<file path="src/rtl/sal_axi_traffic_gen.sv">
// Self-checking AXI4 master: writes a 2-beat INCR burst per transaction, reads it back,
// and reports data/response mismatches, handshake timeouts and the first failing address.
module sal_axi_traffic_gen #(
    parameter int ID_WIDTH    = 4,
    parameter int ADDR_WIDTH  = 32,
    parameter int DATA_WIDTH  = 128,
    parameter int NUM_TXN     = 16,
    parameter int ADDR_STRIDE = 32,
    parameter int INIT_WAIT   = 250,
    parameter int TIMEOUT     = 1024
) (
    input  logic                    clk,
    input  logic                    rst,
    input  logic                    start,
    input  logic [ADDR_WIDTH-1:0]   base_addr,
    input  logic [31:0]             seed,
    output logic [ID_WIDTH-1:0]     awid,
    output logic [ADDR_WIDTH-1:0]   awaddr,
    output logic [7:0]              awlen,
    output logic [2:0]              awsize,
    output logic [1:0]              awburst,
    output logic                    awvalid,
    input  logic                    awready,
    output logic [DATA_WIDTH-1:0]   wdata,
    output logic [DATA_WIDTH/8-1:0] wstrb,
    output logic                    wlast,
    output logic                    wvalid,
    input  logic                    wready,
    input  logic [ID_WIDTH-1:0]     bid,
    input  logic [1:0]              bresp,
    input  logic                    bvalid,
    output logic                    bready,
    output logic [ID_WIDTH-1:0]     arid,
    output logic [ADDR_WIDTH-1:0]   araddr,
    output logic [7:0]              arlen,
    output logic [2:0]              arsize,
    output logic [1:0]              arburst,
    output logic                    arvalid,
    input  logic                    arready,
    input  logic [ID_WIDTH-1:0]     rid,
    input  logic [DATA_WIDTH-1:0]   rdata,
    input  logic [1:0]              rresp,
    input  logic                    rlast,
    input  logic                    rvalid,
    output logic                    rready,
    output logic                    busy,
    output logic                    done,
    output logic                    pass,
    output logic [15:0]             err_cnt,
    output logic                    timeout,
    output logic [ADDR_WIDTH-1:0]   first_err_addr,
    output logic [8:0]              txn_cnt
);
    localparam int         WORDS  = DATA_WIDTH / 32;
    localparam logic [2:0] AXSIZE = 3'($clog2(DATA_WIDTH / 8));
    localparam int         INIT_W = $clog2(INIT_WAIT + 1);
    localparam int         TO_W   = $clog2(TIMEOUT + 1);

    typedef enum logic [2:0] {S_IDLE, S_INIT, S_WR, S_WB, S_RA, S_RD, S_DONE} state_t;

    function automatic logic [DATA_WIDTH-1:0] beat_data(input logic [31:0] s,
                                                        input logic [8:0]  i,
                                                        input logic        k);
        logic [31:0] w;
        w = s + {22'd0, i, 1'b0} + {31'd0, k};
        return {WORDS{w}};
    endfunction

    state_t                  state_q, state_d;
    logic [8:0]              idx_q, idx_d;
    logic [ADDR_WIDTH-1:0]   addr_q, addr_d;
    logic [31:0]             seed_q, seed_d;
    logic [INIT_W-1:0]       init_cnt_q, init_cnt_d;
    logic [TO_W-1:0]         to_cnt_q, to_cnt_d;
    logic                    aw_done_q, aw_done_d, w_done_q, w_done_d;
    logic                    w_beat_q, w_beat_d, r_beat_q, r_beat_d;
    logic                    awvalid_q, awvalid_d, wvalid_q, wvalid_d, wlast_q, wlast_d;
    logic [DATA_WIDTH-1:0]   wdata_q, wdata_d;
    logic                    bready_q, bready_d, arvalid_q, arvalid_d, rready_q, rready_d;
    logic                    busy_q, busy_d, done_q, done_d, pass_q, pass_d;
    logic                    timeout_q, timeout_d;
    logic [15:0]             err_cnt_q, err_cnt_d;
    logic [ADDR_WIDTH-1:0]   first_err_q, first_err_d;
    logic [8:0]              txn_cnt_q, txn_cnt_d;
    logic [ID_WIDTH-1:0]     cur_id;
    logic                    err_inc, finish, hs;

    assign cur_id = ID_WIDTH'(idx_q);

    always_comb begin
        state_d     = state_q;
        idx_d       = idx_q;
        addr_d      = addr_q;
        seed_d      = seed_q;
        init_cnt_d  = init_cnt_q;
        to_cnt_d    = to_cnt_q;
        aw_done_d   = aw_done_q;
        w_done_d    = w_done_q;
        w_beat_d    = w_beat_q;
        r_beat_d    = r_beat_q;
        awvalid_d   = awvalid_q;
        wvalid_d    = wvalid_q;
        wlast_d     = wlast_q;
        wdata_d     = wdata_q;
        bready_d    = bready_q;
        arvalid_d   = arvalid_q;
        rready_d    = rready_q;
        busy_d      = busy_q;
        done_d      = done_q;
        pass_d      = pass_q;
        timeout_d   = timeout_q;
        err_cnt_d   = err_cnt_q;
        first_err_d = first_err_q;
        txn_cnt_d   = txn_cnt_q;
        err_inc     = 1'b0;
        finish      = 1'b0;
        hs = (awvalid_q && awready) || (wvalid_q && wready) || (bready_q && bvalid) ||
             (arvalid_q && arready) || (rready_q && rvalid);

        case (state_q)
            S_IDLE, S_DONE: begin
                if (start) begin
                    seed_d     = seed;
                    addr_d     = base_addr;
                    idx_d      = '0;
                    init_cnt_d = '0;
                    busy_d     = 1'b1;
                    done_d     = 1'b0;
                    pass_d     = 1'b0;
                    err_cnt_d  = '0;
                    timeout_d  = 1'b0;
                    txn_cnt_d  = '0;
                    state_d    = S_INIT;
                end
            end
            S_INIT: begin
                if (init_cnt_q == INIT_W'(INIT_WAIT - 1)) begin
                    state_d   = S_WR;
                    awvalid_d = 1'b1;
                    wvalid_d  = 1'b1;
                    wlast_d   = 1'b0;
                    wdata_d   = beat_data(seed_q, idx_q, 1'b0);
                    w_beat_d  = 1'b0;
                    aw_done_d = 1'b0;
                    w_done_d  = 1'b0;
                    to_cnt_d  = '0;
                end else begin
                    init_cnt_d = init_cnt_q + INIT_W'(1);
                end
            end
            S_WR: begin
                // AW and W handshake independently; leave only when both are finished.
                if (awvalid_q && awready) begin
                    awvalid_d = 1'b0;
                    aw_done_d = 1'b1;
                end
                if (wvalid_q && wready) begin
                    if (!w_beat_q) begin
                        w_beat_d = 1'b1;
                        wlast_d  = 1'b1;
                        wdata_d  = beat_data(seed_q, idx_q, 1'b1);
                    end else begin
                        wvalid_d = 1'b0;
                        wlast_d  = 1'b0;
                        w_done_d = 1'b1;
                    end
                end
                if (aw_done_d && w_done_d) begin
                    state_d  = S_WB;
                    bready_d = 1'b1;
                end
            end
            S_WB: begin
                if (bvalid) begin
                    err_inc   = (bid != cur_id) || (bresp != 2'b00);
                    bready_d  = 1'b0;
                    arvalid_d = 1'b1;
                    state_d   = S_RA;
                end
            end
            S_RA: begin
                if (arready) begin
                    arvalid_d = 1'b0;
                    rready_d  = 1'b1;
                    r_beat_d  = 1'b0;
                    state_d   = S_RD;
                end
            end
            S_RD: begin
                if (rvalid) begin
                    err_inc = (rid != cur_id) || (rresp != 2'b00) || (rlast != r_beat_q) ||
                              (rdata != beat_data(seed_q, idx_q, r_beat_q));
                    if (!r_beat_q) begin
                        r_beat_d = 1'b1;
                    end else begin
                        rready_d  = 1'b0;
                        txn_cnt_d = txn_cnt_q + 9'd1;
                        if (idx_q == 9'(NUM_TXN - 1)) begin
                            finish  = 1'b1;
                            state_d = S_DONE;
                        end else begin
                            idx_d     = idx_q + 9'd1;
                            addr_d    = addr_q + ADDR_WIDTH'(ADDR_STRIDE);
                            state_d   = S_WR;
                            awvalid_d = 1'b1;
                            wvalid_d  = 1'b1;
                            wlast_d   = 1'b0;
                            wdata_d   = beat_data(seed_q, idx_q + 9'd1, 1'b0);
                            w_beat_d  = 1'b0;
                            aw_done_d = 1'b0;
                            w_done_d  = 1'b0;
                        end
                    end
                end
            end
            default: state_d = S_IDLE;
        endcase

        if (err_inc) begin
            if (err_cnt_q == 16'd0) first_err_d = addr_q;
            if (err_cnt_q != 16'hFFFF) err_cnt_d = err_cnt_q + 16'd1;
        end

        if (finish) begin
            busy_d = 1'b0;
            done_d = 1'b1;
            pass_d = (err_cnt_d == 16'd0) && !timeout_q;
        end

        // One watchdog covers every handshake wait; any handshake restarts it.
        if (state_q inside {S_WR, S_WB, S_RA, S_RD}) begin
            if (hs) begin
                to_cnt_d = '0;
            end else if (to_cnt_q == TO_W'(TIMEOUT - 1)) begin
                timeout_d = 1'b1;
                awvalid_d = 1'b0;
                wvalid_d  = 1'b0;
                wlast_d   = 1'b0;
                bready_d  = 1'b0;
                arvalid_d = 1'b0;
                rready_d  = 1'b0;
                busy_d    = 1'b0;
                done_d    = 1'b1;
                pass_d    = 1'b0;
                state_d   = S_DONE;
            end else begin
                to_cnt_d = to_cnt_q + TO_W'(1);
            end
        end
    end

    always_ff @(posedge clk) begin
        if (rst) begin
            state_q     <= S_IDLE;
            idx_q       <= '0;
            addr_q      <= '0;
            seed_q      <= '0;
            init_cnt_q  <= '0;
            to_cnt_q    <= '0;
            aw_done_q   <= 1'b0;
            w_done_q    <= 1'b0;
            w_beat_q    <= 1'b0;
            r_beat_q    <= 1'b0;
            awvalid_q   <= 1'b0;
            wvalid_q    <= 1'b0;
            wlast_q     <= 1'b0;
            wdata_q     <= '0;
            bready_q    <= 1'b0;
            arvalid_q   <= 1'b0;
            rready_q    <= 1'b0;
            busy_q      <= 1'b0;
            done_q      <= 1'b0;
            pass_q      <= 1'b0;
            timeout_q   <= 1'b0;
            err_cnt_q   <= '0;
            first_err_q <= '0;
            txn_cnt_q   <= '0;
        end else begin
            state_q     <= state_d;
            idx_q       <= idx_d;
            addr_q      <= addr_d;
            seed_q      <= seed_d;
            init_cnt_q  <= init_cnt_d;
            to_cnt_q    <= to_cnt_d;
            aw_done_q   <= aw_done_d;
            w_done_q    <= w_done_d;
            w_beat_q    <= w_beat_d;
            r_beat_q    <= r_beat_d;
            awvalid_q   <= awvalid_d;
            wvalid_q    <= wvalid_d;
            wlast_q     <= wlast_d;
            wdata_q     <= wdata_d;
            bready_q    <= bready_d;
            arvalid_q   <= arvalid_d;
            rready_q    <= rready_d;
            busy_q      <= busy_d;
            done_q      <= done_d;
            pass_q      <= pass_d;
            timeout_q   <= timeout_d;
            err_cnt_q   <= err_cnt_d;
            first_err_q <= first_err_d;
            txn_cnt_q   <= txn_cnt_d;
        end
    end

    assign awid           = cur_id;
    assign awaddr         = addr_q;
    assign awlen          = 8'd1;
    assign awsize         = AXSIZE;
    assign awburst        = 2'b01;
    assign awvalid        = awvalid_q;
    assign wdata          = wdata_q;
    assign wstrb          = '1;
    assign wlast          = wlast_q;
    assign wvalid         = wvalid_q;
    assign bready         = bready_q;
    assign arid           = cur_id;
    assign araddr         = addr_q;
    assign arlen          = 8'd1;
    assign arsize         = AXSIZE;
    assign arburst        = 2'b01;
    assign arvalid        = arvalid_q;
    assign rready         = rready_q;
    assign busy           = busy_q;
    assign done           = done_q;
    assign pass           = pass_q;
    assign err_cnt        = err_cnt_q;
    assign timeout        = timeout_q;
    assign first_err_addr = first_err_q;
    assign txn_cnt        = txn_cnt_q;
endmodule

</file>
<file path="config.mk">
export PLATFORM = sky130hd
export DESIGN_NAME = sal_axi_traffic_gen
export DESIGN_NICKNAME = d
export VERILOG_FILES = /design/src/rtl/sal_axi_traffic_gen.sv
export SDC_FILE = /design/constraint.sdc
export NUM_CORES = 1
export LEC_CHECK = 0
export CAP_MARGIN = 15
export CORE_AREA = 2 2 206 208
export DETAILED_ROUTE_END_ITERATION = 10
export DIE_AREA = 0 0 208 210
export PLACE_DENSITY = 0.7
export SKIP_LAST_GASP = 1
export SLEW_MARGIN = 25
export SYNTH_ARGS = -nofsm -noshare
export SYNTH_HDL_FRONTEND = slang
export SYNTH_SLANG_ARGS = --single-unit
</file>
<file path="constraint.sdc">
create_clock -name clk -period 5.46 [get_ports clk]
set_input_delay 1.092 -clock clk [delete_from_list [all_inputs] [get_ports clk]]
set_output_delay 1.092 -clock clk [all_outputs]
set_load 0.01 [all_outputs]
</file>
Word-level counts from Yosys, hierarchy flattened --
Index checks and enable logic that the tools add are counted.
Storage, ports and cells: bits in registers 294
Operators by class: add/sub/neg operators 10, eq/ne operators 23, muxes and demuxes 138, reductions and logical operators 36
Operators by type and width (count):
- 2-to-1 mux 128 bit | 6
- one-hot mux 128 bit (3 select lines) | 1
- 2-to-1 mux 32 bit | 4
- != test 128 bit | 1
- 2-to-1 mux 1 bit | 83
- adder 32 x 10 -> 32 bit | 2
- 2-to-1 mux 16 bit | 4
- one-hot mux 32 bit (2 select lines) | 1
- 2-to-1 mux 11 bit | 5
- 2-to-1 mux 9 bit | 6
- one-hot mux 9 bit (2 select lines) | 2
- 2-to-1 mux 3 bit | 11
- adder 32 x 1 -> 32 bit | 1
- adder 32 x 1 -> 32 bit (second input constant) | 1
- adder 32 x 6 -> 32 bit (second input constant) | 1
- zero test 16 bit | 2
- adder 9 x 1 -> 9 bit (second input constant) | 2
- != test 2 bit (second input constant) | 9
- one-hot mux 1 bit (3 select lines) | 6
- one-hot mux 3 bit (6 select lines) | 1
- adder 16 x 1 -> 16 bit (second input constant) | 1
- 2-to-1 mux 8 bit | 2
- != test 16 bit (second input constant) | 1
- one-hot mux 8 bit (2 select lines) | 1
- other kinds (25) | 53

Longest topological paths before layout --
depth after elaboration 13, gate-level depth with buffers 23, mapped depth without buffers 20

Worst setup path before layout --
OpenSTA, ideal clock, no wires.
kind register to register, start point register idx_q[0], end point register first_err_q[2], in the netlist first_err_addr[2], data arrival time 5.232 ns, required time 5.332 ns, slack 0.100 ns, cell stages (with the launch flop) 23, buffers on the path 2, clock period less this slack 5.360 ns, cells stage by stage dfxtp_1 -> ha_1 -> inv_1 -> fa_1 -> and2b_4 -> o221ai_4 -> o21a_1 -> buf_6 -> or3_1 -> a22oi_2 -> nand4_2 -> nor4_4 -> mux2i_1 -> mux2i_1 -> or4_4 -> nor4_4 -> nand4_4 -> nand2_4 -> nor2_1 -> nand4_2 -> buf_6 -> mux2i_1 -> nor2_1
Between the ends: cells in the longest elaborated chain, start to end 7, elaborated cells on any way between the ends 13, classes of those cells add/sub: 2; eq/ne: 3; mux: 3; reduce/logical: 5
Ends and longest elaborated chain:
- start, declared | RTL line 70 | logic [8:0] idx_q, idx_d;
- start signal, assigned | RTL line 280 | idx_q <= idx_d;
- adder 32 x 10 -> 32 bit / != test 4 bit (equally long branches) | RTL line 65, 191
- adder 32 x 1 -> 32 bit / logical OR 1 bit (equally long branches) | RTL line 65, 191
- != test 128 bit / logical OR 1 bit (equally long branches) | RTL line 192, 191
- logical OR 1 bit | RTL line 191 | err_inc = (rid != cur_id) || (rresp != 2'b00) || (rlast != r_beat_q) ||
- 2-to-1 mux 1 bit | RTL line 190 | if (rvalid) begin
- one-hot mux 1 bit (2 select lines) * | RTL line 120 | case (state_q)
- AND reduction 2 bit (no source line) *
- end signal, assigned | RTL line 301 | first_err_q <= first_err_d;
- end, declared | RTL line 83 | logic [ADDR_WIDTH-1:0] first_err_q, first_err_d;
Mark *: on every way between the ends. The rest lies on a longest branch, timed or not. A chain may end at the register's enable or synchronous reset.

Worst setup path in the final report --
start point register idx_q[1], end point register first_err_q[28], in the netlist first_err_addr[28]
The elaborated chain is that of the path after synthesis.

==> results.json <==
{
  "hold_path_end": "to_cnt_q[10]",
  "grt_overflow_total": 0,
  "route.detailed.drc": 0,
  "viasPerCell": 5.52,
  "regArea_um2": 3970,
  "p_int_w": 0.00249,
  "hold_path_depth": 2,
  "ff2ff_path_depth": 20,
  "die_w_um": 208,
  "max_clock_freq_mhz": 188,
  "dp.cells": 2937,
  "synth_enable_flop_cells": 0,
  "maxCapViolCount": 0,
  "skew_ns": 0.0116,
  "min_period_ns": 5.32,
  "track_usage_pct": 25.7,
  "grt_max_degree": 101,
  "root_buffer": "clkbuf_16",
  "clock_latency_ns": 0.45,
  "synthFlopType": "dfxtp_1",
  "vias": 16400,
  "required_ns": 5.77,
  "die_y_um": 210,
  "dr.pass1.iters": 6,
  "drive_above_1_share_pct": 10.5,
  "post-route-util_pct": 50.7,
  "slew_headroom_pct": 33.8,
  "p_sw_w": 0.00100,
  "wire_per_inst_um": 20.0,
  "syn-cell-area_um2": 15300,
  "power.leakage_nw": 7.89,
  "core_area_um2": 41500,
  "holdWs_ns": 0.440,
  "grt_pass1_wl_um": 89200,
  "dpl_cell_area_um2": 20000,
  "r2r_start": "idx_q[1]",
  "portBuffers": 479,
  "finalInstanceArea_um2": 21000,
  "cts_hold_buf": 0,
  "cts_buffers": 17,
  "crit_arrival_ns": 5.63,
  "route.met3.wl_um": 4150,
  "initial_utilization_pct": 36.8,
  "ys_seq_area_share_pct": 25.9,
  "clkTransAtPathRegs_ns": 0.07,
  "worst_pin_slew_ns": 0.985,
  "layout.nets": 2671,
  "yosysWarnings": 0,
  "ys_seq_elements": 198,
  "sequentialPowerShare_pct": 44.6,
  "dp_hpwl_um": 46600,
  "drt_iter0_markers": 1236,
  "ys_types": 92,
  "antenna_cells": 0,
  "status": "completed",
  "wl_met2_um": 28100,
  "grt_pass1_vias": 15300,
  "sw_frac_of_total_pct": 28.7,
  "multi_input_area_um2": 9860,
  "crit_path_end_kind": "flip-flop",
  "dr.max_layer_used": "met4",
  "finalHoldViolCount": 0,
  "ys_async_sr_fraction_pct": 0,
  "place.gp.congestion": 0.990,
  "io_pins": 522,
  "critPathKind": "reg2reg",
  "clk_path_buf_depth": 2,
  "drt.antenna.violating_nets": 0,
  "path_max_fanout": 8,
  "antenna_found_initial": 0,
  "synthesis.instances": 2055,
  "stdcell_count": 2975,
  "finalWirelength_um": 59400,
  "comb_power_share_pct": 20.1,
  "power_w": 0.00349,
  "hp-start": "to_cnt_q[10]",
  "regToRegEndpoint": "first_err_addr[28]",
  "slew_violations": 0,
  "worst_setup_path_start_kind": "flip-flop",
  "r2r_slack_ns": 0.14,
  "rows": 75,
  "hp-class": "reg2reg",
  "final-setup-viol-count": 0,
  "power_per_cell_area_nw_per_um2": 166,
  "cts.sinks": 198,
  "syn_avg_cell_area_um2": 7.43,
  "num-fill-cells": 4041,
  "clkPwrFrac_pct": 35.4,
  "cts_tree": "yes",
  "h-tree-depth": 4,
  "dieArea_um2": 43700,
  "wl_met1_um": 26600,
  "area_delta_synth_final_pct": 37.5,
  "ir_drop_mv": 0.209,
  "finalCritPeriodShare_pct": 97.4
}
==> cell usage after synthesis, types with 9 or more instances <==
cell / n / area share [%]
nor2_1: 243 / 6.0
nand2_1: 206 / 5.1
dfxtp_1: 198 / 26
buf_4: 184 / 9.0
a21oi_1: 153 / 5.0
clkbuf_1: 83 / 2.0
xnor2_1: 82 / 4.7
nand3_1: 73 / 2.4
o21ai_0: 72 / 2.4
nor3_1: 70 / 2.3
mux2i_1: 58 / 3.8
xor2_1: 51 / 2.9
nand4_1: 47 / 1.9
and3_1: 45 / 1.8
a211oi_1: 36 / 1.8
inv_1: 36 / 0.88
ha_1: 31 / 2.5
nor4_1: 29 / 1.2
o22ai_1: 27 / 1.1
a22oi_1: 24 / 1.2
or3_1: 24 / 0.98
or4_1: 22 / 1.1
o211ai_1: 20 / 0.98
a31oi_1: 18 / 0.74
and2_1: 15 / 0.61
buf_2: 15 / 0.49
or2_2: 15 / 0.61
nand2b_1: 13 / 0.53
o21bai_1: 9 / 0.44
==> state kept, by name (all words and copies together) (netlist names), 3 cells and up <==
signal / cells
err_cnt: 16
first_err_addr: 32
init_cnt_q: 8
to_cnt_q: 11
wdata: 32
state_q: 3
idx_q: 9
araddr: 32
seed_q: 32
txn_cnt: 9
==> how the worst max path moves through the flow <==
stage	start	end
floorplan	idx_q[0]	first_err_addr[2]
global placement	bid[3]	first_err_addr[11]
detailed placement	bid[3]	first_err_addr[28]
CTS	idx_q[0]	first_err_addr[25]
global route	idx_q[1]	pass
finish	idx_q[1]	first_err_addr[28]
==> layer usage <==
layer / up-vias / global-route usage, %
met5: - / 0
met4: 0 / 4.11
met3: 39 / 4.51
met2: 684 / 42.8
met1: 7801 / 35.5
li1: 7889 / -
==> per-stage QoR <==
stage          setup WS, ns  TNS [ns]
2_1_floorplan         0.100         0
3_3_place_gp        -0.0197    -0.324
3_5_place_dp         -0.136     -2.70
4_1_cts              0.0177         0
5_1_grt             -0.0336    -0.281
6_report              0.140         0
==> kinds of logic (layout without fill, tap and decap cells) <==
family                   count (synthesis)  in the layout  share of synthesized area [%]
buffers and inverters                  329            670                           13.0
adder cells (fa/ha/maj)                 33             33                           2.80
AO/OA/AOI/OAI                          451            451                           19.1
XOR/XNOR                               133            133                           7.63
other                                    2             42                         0.0492
multiplexers                            59             59                           3.87
flip-flops                             198            198                           25.9
AND/OR/NAND/NOR                        850            850                           27.5
==> area by class of cell <==
type / count / share of cell area [%]
multi-input combinational: 1568 / 46.9
timing repair buffer: 604 / 27.7
sequential: 198 / 18.9
tap: 539 / 3.21
clock buffer: 20 / 2.17
inverter: 36 / 0.643
clock inverter: 10 / 0.470
==> power by group through the flow <==
stage | sequential (W) | combinational, W | clock, W
floorplan | 0.00156 | 0.000357 | 0
global route | 0.00156 | 0.000750 | 0.00132
global placement | 0.00158 | 0.000673 | 0
finish | 0.00155 | 0.000700 | 0.00123
detailed placement | 0.00158 | 0.000678 | 0
CTS | 0.00155 | 0.000682 | 0.00126
==> placed cells by master (no fill, tap or decap), types with 9 or more instances in the layout <==
cell and n:
a211oi_1 34, a21oi_1 151, a22oi_1 24, a31oi_1 16, and2_1 15, and3_1 45, buf_4 116, clkbuf_16 18
clkdlybuf4s50_1 478, conb_1 42, dfxtp_1 195, ha_1 26, inv_1 36, mux2i_1 58, nand2_1 204, nand2b_1 13
nand3_1 73, nand4_1 47, nor2_1 237, nor3_1 65, nor4_1 22, o211ai_1 20, o21ai_0 72, o21bai_1 9
o22ai_1 25, or2_2 15, or3_1 20, or4_1 20, xnor2_1 78, xor2_1 49
==> critical path, cell delays in order (launching register included) <==
cell       delay (ns)
dfxtp_1          0.34
ha_1             0.34
a21oi_1          0.32
o22ai_2          0.19
or4b_2           0.65
o211ai_1         0.18
buf_4            0.24
nor3_4           0.05
nand4_1          0.14
xnor2_2          0.11
or4_1            0.41
a22o_1           0.21
or4_4            0.54
nor4_4           0.33
nand4_4          0.23
nand2_4          0.16
nor2_4           0.05
nand4_4          0.19
clkbuf_16        0.22
mux2i_1          0.21
nor2_1           0.06
==> timing repair <==
| item | CTS | global route |
|---|---|---|
| gates cloned | 1 | 1 |
| pin swaps | 5 | 21 |
| buffers inserted | 3 | 3 |
| resized for setup | 3 | 70 |
| endpoints found under the setup margin | 28 | 46 |
(Power assumes the default switching activity.)
